### src/rtl/xor8_lrc_ctrl_pkg.sv
// rtl/xor8_lrc_ctrl_pkg.sv - shared state encodings and default seed for the LRC controller
package xor8_lrc_ctrl_pkg;

  // Controller state encodings (kept as plain constants for legacy tools)
  localparam logic [1:0] ST_IDLE  = 2'd0;
  localparam logic [1:0] ST_ACCUM = 2'd1;
  localparam logic [1:0] ST_DONE  = 2'd2;

  // Accumulator value loaded at packet start and on reset
  localparam logic [7:0] LRC_SEED_DEFAULT = 8'h00;

  // Byte-wise fold used by the datapath
  function automatic logic [7:0] lrc_fold(input logic [7:0] acc, input logic [7:0] din);
    return acc ^ din;
  endfunction

endpackage

### src/rtl/xor8_lrc_ctrl_xor8.sv
// rtl/xor8_lrc_ctrl_xor8.sv - shared 8-bit XOR datapath (F = A ^ B)
module xor8_lrc_ctrl_xor8
  import xor8_lrc_ctrl_pkg::*;
(
  input  logic [7:0] a_i,
  input  logic [7:0] b_i,
  output logic [7:0] f_o
);

  // Purely combinational fold of the stream byte into the accumulator
  always_comb begin
    f_o = lrc_fold(a_i, b_i);
  end

endmodule

### src/rtl/xor8_lrc_ctrl.sv
// rtl/xor8_lrc_ctrl.sv - LRC sequencer over a byte stream; optional check via XOR8_LRC_CHECK_EN
module xor8_lrc_ctrl
  import xor8_lrc_ctrl_pkg::*;
#(
  parameter int         LEN_W = 8,
  parameter logic [7:0] SEED  = LRC_SEED_DEFAULT
) (
  input  logic             clk,
  input  logic             rst_n,
  input  logic             start,
  input  logic [LEN_W-1:0] len,
  input  logic [7:0]       din,
  input  logic             din_valid,
  output logic             din_ready,
  output logic             busy,
  output logic [7:0]       lrc,
  output logic             lrc_valid,
`ifdef XOR8_LRC_CHECK_EN
  input  logic [7:0]       exp_lrc,
  output logic             lrc_err,
`endif
  input  logic             lrc_ack
);

  logic [1:0]       state_q, state_d;
  logic [7:0]       acc_q, acc_d;
  logic [LEN_W-1:0] cnt_q, cnt_d;
  logic [7:0]       lrc_q, lrc_d;
  logic             lrc_valid_q, lrc_valid_d;
  logic [7:0]       xor_f;
  logic             xfer;

`ifdef XOR8_LRC_CHECK_EN
  logic [7:0]       exp_q, exp_d;
  logic             err_q, err_d;
`endif

  xor8_lrc_ctrl_xor8 u_xor8 (
    .a_i (acc_q),
    .b_i (din),
    .f_o (xor_f)
  );

  // Stream handshake is a pure function of state so ready never depends on valid
  always_comb begin
    din_ready = (state_q == ST_ACCUM);
    busy      = (state_q != ST_IDLE);
    xfer      = din_ready & din_valid;
  end

  // Next-state, counter, accumulator and result-register logic
  always_comb begin
    state_d     = state_q;
    acc_d       = acc_q;
    cnt_d       = cnt_q;
    lrc_d       = lrc_q;
    lrc_valid_d = lrc_valid_q;
`ifdef XOR8_LRC_CHECK_EN
    exp_d       = exp_q;
    err_d       = err_q;
`endif
    case (state_q)
      ST_IDLE: begin
        if (start) begin
          acc_d = SEED;
          cnt_d = len;
`ifdef XOR8_LRC_CHECK_EN
          exp_d = exp_lrc;
`endif
          if (len == '0) begin
            // Empty packet: result is the seed, published immediately
            state_d     = ST_DONE;
            lrc_d       = SEED;
            lrc_valid_d = 1'b1;
`ifdef XOR8_LRC_CHECK_EN
            err_d       = (SEED != exp_lrc);
`endif
          end else begin
            state_d = ST_ACCUM;
          end
        end
      end
      ST_ACCUM: begin
        if (xfer) begin
          acc_d = xor_f;
          cnt_d = cnt_q - LEN_W'(1);
          if (cnt_q == LEN_W'(1)) begin
            // Last byte: register the folded value so lrc is stable in DONE
            state_d     = ST_DONE;
            lrc_d       = xor_f;
            lrc_valid_d = 1'b1;
`ifdef XOR8_LRC_CHECK_EN
            err_d       = (xor_f != exp_q);
`endif
          end
        end
      end
      ST_DONE: begin
        if (lrc_ack) begin
          state_d     = ST_IDLE;
          lrc_valid_d = 1'b0;
`ifdef XOR8_LRC_CHECK_EN
          err_d       = 1'b0;
`endif
        end
      end
      default: begin
        state_d     = ST_IDLE;
        lrc_valid_d = 1'b0;
`ifdef XOR8_LRC_CHECK_EN
        err_d       = 1'b0;
`endif
      end
    endcase
  end

  // State registers with synchronous active-low reset; reset drops any packet in flight
  always_ff @(posedge clk) begin
    if (!rst_n) begin
      state_q     <= ST_IDLE;
      acc_q       <= SEED;
      cnt_q       <= '0;
      lrc_q       <= SEED;
      lrc_valid_q <= 1'b0;
`ifdef XOR8_LRC_CHECK_EN
      exp_q       <= 8'h00;
      err_q       <= 1'b0;
`endif
    end else begin
      state_q     <= state_d;
      acc_q       <= acc_d;
      cnt_q       <= cnt_d;
      lrc_q       <= lrc_d;
      lrc_valid_q <= lrc_valid_d;
`ifdef XOR8_LRC_CHECK_EN
      exp_q       <= exp_d;
      err_q       <= err_d;
`endif
    end
  end

  // Registered result outputs
  always_comb begin
    lrc       = lrc_q;
    lrc_valid = lrc_valid_q;
`ifdef XOR8_LRC_CHECK_EN
    lrc_err   = err_q;
`endif
  end

endmodule

### config.mk
export PLATFORM = sky130hd
export DESIGN_NAME = xor8_lrc_ctrl
export DESIGN_NICKNAME = d
export VERILOG_FILES = /design/src/rtl/xor8_lrc_ctrl_pkg.sv /design/src/rtl/xor8_lrc_ctrl_xor8.sv /design/src/rtl/xor8_lrc_ctrl.sv
export SDC_FILE = /design/constraint.sdc
export NUM_CORES = 1
export LEC_CHECK = 0
export CAP_MARGIN = 20
export CELL_PAD_IN_SITES_DETAIL_PLACEMENT = 0
export CELL_PAD_IN_SITES_GLOBAL_PLACEMENT = 1
export CORE_MARGIN = 2
export CORE_UTILIZATION = 36
export DETAILED_ROUTE_END_ITERATION = 10
export PLACE_DENSITY = 0.85
export SYNTH_ARGS = -nofsm -noshare
export SYNTH_HDL_FRONTEND = slang
export SYNTH_SLANG_ARGS = --single-unit
### constraint.sdc
create_clock -name clk -period 2.2 [get_ports clk]
set_clock_uncertainty 0.05 [all_clocks]
set_input_delay 0.66 -clock clk [delete_from_list [all_inputs] [get_ports clk]]
set_output_delay 0.66 -clock clk [all_outputs]
set_load 0.1 [all_outputs]
==> impl_metrics.ini <==
[die]
starting_utilization_of_the_core_area_pct = 37.1
ioPinCount = 32
placementRows = 23
floorplan.die_area_um2 = 4590
floorplan.die.width_um = 67.8
floorplan.die.height_um = 67.8
fp.coreArea_um2 = 3940

[placement]
placement.cell_area_um2 = 2020
place.gp.congestion = 0.834
portBuffers = 31
dp_slack_ps = -164
total_half_perimeter_wirelength_after_legalization_and_detailed_placement_um = 2270

[grt]
grt.total_usage_pct = 15.6
grt_start_max_net_pins = 37
initial_antenna_violation_count = 0
global_route_wire_length_before_repair_um = 5450
grt_overflow_total = 0
grt_pass1_vias = 1271

[timing]
maxClockFrequency_ghz = 0.479
period_minus_slack_ps = 2090
setup_viol = 0
least_setup_slack_across_all_paths_after_layout_ps = 110
final_max_slew_viol_count = 0
max-slew-margin-rel_pct = 73.7
layout_worst_path_cycle_share_pct = 95.0
grt_setup_unrepaired = no
report.final.hold_viol_count = 0
finalHoldWorstSlack_ps = 430
worst_slew_pin_slew_ps = 394

[yosys]
number_of_synthesized_flops_with_an_enable_pin = 0
synthAdderAreaFrac_pct = 1.71
synth_xor_xnor_area_share_pct = 4.79
syn_area_per_cell_um2 = 8.04
postSynth.asyncResetShare_pct = 0
netlist.area_leader.share_pct = 36.9
synth_top_cells_by_area = sky130_fd_sc_hd__dfxtp_1 (37%), sky130_fd_sc_hd__nand2_1 (7.9%), sky130_fd_sc_hd__mux2i_1 (7.5%)
netlist_area_um2 = 1460
synth.mux.area_fraction_pct = 7.52
syn-instance-count = 182
syn_nets = 205
synth-main-ff-cell = sky130_fd_sc_hd__dfxtp_1
synthDominantAreaCellType = sky130_fd_sc_hd__dfxtp_1
synthesized_area_fraction_occupied_by_ao_oa_aoi_and_oai_cells_pct = 18.0
synth-seq-area-share_pct = 36.9
synth-seq-cells = 27
largest_family_of_logic_cells_by_synthesized_area = simple AND/OR/NAND/NOR gates
yosys.area_share.simple_pct = 25.9
yosys_warnings = 0
synth_cell_type_count = 36

[critical_path]
worst-path-stages = 6
critPathArrivalTime_ps = 2240
critical_path_peak_fanout = 9
cp-end-kind = flip-flop
slowest_library_cell_on_the_worst_path = sky130_fd_sc_hd__clkdlybuf4s50_1
reg2regPathDepth = 5
worst_endpoint_required_time_ps = 2350
critical_path.max_stage_delay_ps = 480
critical-path-top-delay-family = buffers and inverters
startpoint_type = input port
critical_path.n_buffers_inverters = 2
critical_path.cell_chain = clkdlybuf4s50_1, nand4b_1, or3_1, a211oi_2, buf_6, mux2i_1
worst-setup-path-type = in -> reg

[pwr]
worst_ir_drop_vdd_v = 0.000443
power_frac_seq_pct = 44.9
power_frac_clock_pct = 22.7
p_sw_uw = 394
cellInternalPower_uw = 833
power.static_leakage_nw = 0.788
switching_share_pct = 32.1
combPwrFrac_pct = 32.4
power_density_nw_per_um2 = 591

[clock_tree]
insertion_delay_ps = 270
inserted_clock_buffers = 3
cts_sinks = 27
tritoncts_clock_tree = yes
ctsRootBufferMaster = sky130_fd_sc_hd__clkbuf_8
ctsLongestPathBuffers = 2
clk_pin_slew_worst_paths_ps = 80
h-tree-depth = 1
cts.repair_timing.setup_buffer_count = 0

[job]
max_cap_violations = 0

[detailed_routing]
drt_first_pass_iters = 4
wirelength_um = 3240
wirelength_met1_um = 1520
detail_route.iter0.violations = 77
vias_per_cell = 4.99
dr_wl_met2_um = 1510
top_layer = met4
num_vias = 1352
wire_per_inst_um = 12.0
met3_wl_post_dr_um = 190
detail_route.drc_violations = 0
ant_nets = 0

[worst_hold_path]
hold_path_depth = 2
timing.hold.worst.class = reg -> reg

[final_layout]
fraction_of_final_layout_cells_with_drive_strength_greater_than_1_pct = 15.8
stdcell_area_um2 = 2080
layout.nets = 245
area_delta_synth_final_pct = 41.8
insertedDiodeCount = 0

[run_status]
run_status = completed
[kinds of logic (layout without fill, tap and decap cells)]
kind of cell               Yosys count  count (layout)
AOI/OAI and AO/OA                   39              39
xor gates and xnor gates             8               8
adders and majority gates            2               2
buffers and inverters               17              56
DFF                                 27              27
muxes                               11              11
and+or+nand+nor                     78              78
[cell type report]
type                    instances  area [um^2]
flip-flops and latches         27          541
inverters                       6         23.8
fillers                       376         1870
repair buffers                 46          549
multi-input cells             138          855
well taps                      50         62.6
clock buffers                   4         45.0
[Yosys cell counts, types with 2 or more instances]
library cell               number
sky130_fd_sc_hd__nor2_1        17
sky130_fd_sc_hd__nor2b_1        2
sky130_fd_sc_hd__or4_1          2
sky130_fd_sc_hd__a21oi_1        6
sky130_fd_sc_hd__dfxtp_1       27
sky130_fd_sc_hd__inv_1          5
sky130_fd_sc_hd__nand4b_1       2
sky130_fd_sc_hd__mux2i_1       11
sky130_fd_sc_hd__a21o_1         3
sky130_fd_sc_hd__o21a_1         2
sky130_fd_sc_hd__a21boi_0      10
sky130_fd_sc_hd__or3_1          7
sky130_fd_sc_hd__xnor2_1        8
sky130_fd_sc_hd__buf_2          3
sky130_fd_sc_hd__a31oi_1        2
sky130_fd_sc_hd__o21ai_0       10
sky130_fd_sc_hd__nand3_1        2
sky130_fd_sc_hd__and3_1         3
sky130_fd_sc_hd__nand2_1       31
sky130_fd_sc_hd__nand2b_1       2
sky130_fd_sc_hd__clkbuf_1       7
sky130_fd_sc_hd__o211a_1        2
sky130_fd_sc_hd__nor4_1         3
sky130_fd_sc_hd__ha_1           2
sky130_fd_sc_hd__nor3_1         2
[metal layers]
metal,vias to the layer above,GRT usage [%]
li1,702,-
met1,615,18.8
met2,33,28.4
met3,2,3.67
met4,0,3.00
met5,-,0
[worst register-to-register path, cell delays in order, from the launching register on]
cell and delay (ps):
sky130_fd_sc_hd__dfxtp_1 360, sky130_fd_sc_hd__or3_4 420, sky130_fd_sc_hd__or3_1 370, sky130_fd_sc_hd__a211oi_2 250, sky130_fd_sc_hd__buf_6 190, sky130_fd_sc_hd__mux2i_1 190
[layout by cell type (no fill, tap or decap), types with 5 or more instances in the layout]
master,instances
sky130_fd_sc_hd__a21boi_0,10
sky130_fd_sc_hd__a21oi_1,6
sky130_fd_sc_hd__buf_12,12
sky130_fd_sc_hd__buf_4,13
sky130_fd_sc_hd__clkdlybuf4s50_1,20
sky130_fd_sc_hd__dfxtp_1,27
sky130_fd_sc_hd__inv_1,5
sky130_fd_sc_hd__mux2i_1,11
sky130_fd_sc_hd__nand2_1,31
sky130_fd_sc_hd__nor2_1,17
sky130_fd_sc_hd__o21ai_0,10
sky130_fd_sc_hd__or3_1,7
sky130_fd_sc_hd__xnor2_1,8
[sequential cells by signal (all words and copies together) (netlist names)]
register and cells:
acc_q 8, cnt_q 8, lrc 8, lrc_valid 1
state_q 2
[repair_timing]
| action | 4_1_cts | 5_1_grt |
|---|---|---|
| hold buffers | 0 | 0 |
| endpoints found under the setup margin | 0 | 5 |
| resized for setup | 0 | 2 |
[power groups by stage]
stage | sequential, mW | combinational (mW) | clock [mW]
6_report | 0.551 | 0.397 | 0.279
4_1_cts | 0.551 | 0.398 | 0.289
5_1_grt | 0.556 | 0.434 | 0.306
3_3_place_gp | 0.561 | 0.396 | 0
3_5_place_dp | 0.562 | 0.396 | 0
2_1_floorplan | 0.580 | 0.229 | 0
[path summary, 6_finish.rpt]
| kind | slack (ps) | start | to |
|---|---|---|---|
| hold / removal | 430 | acc_q[1] | acc_q[1] |
| setup reg to reg | 310 | cnt_q[4] | lrc[4] |
| setup / recovery | 110 | din_valid | lrc[4] |
| hold reg to reg | 430 | acc_q[1] | acc_q[1] |
[through the flow]
stage | power, mW | setup TNS, ps | cells | util, %
detailed placement | 0.959 | -1360 | 267 | 51.3
CTS | 1.24 | 0 | 271 | 52.4
global route | 1.30 | 0 | 271 | 52.7
finish | 1.23 | 0 | 271 | 52.7
global placement | 0.957 | -1290 | 267 | 51.3
floorplan | 0.810 | 0 | 182 | -
(Power assumes the default switching activity.)
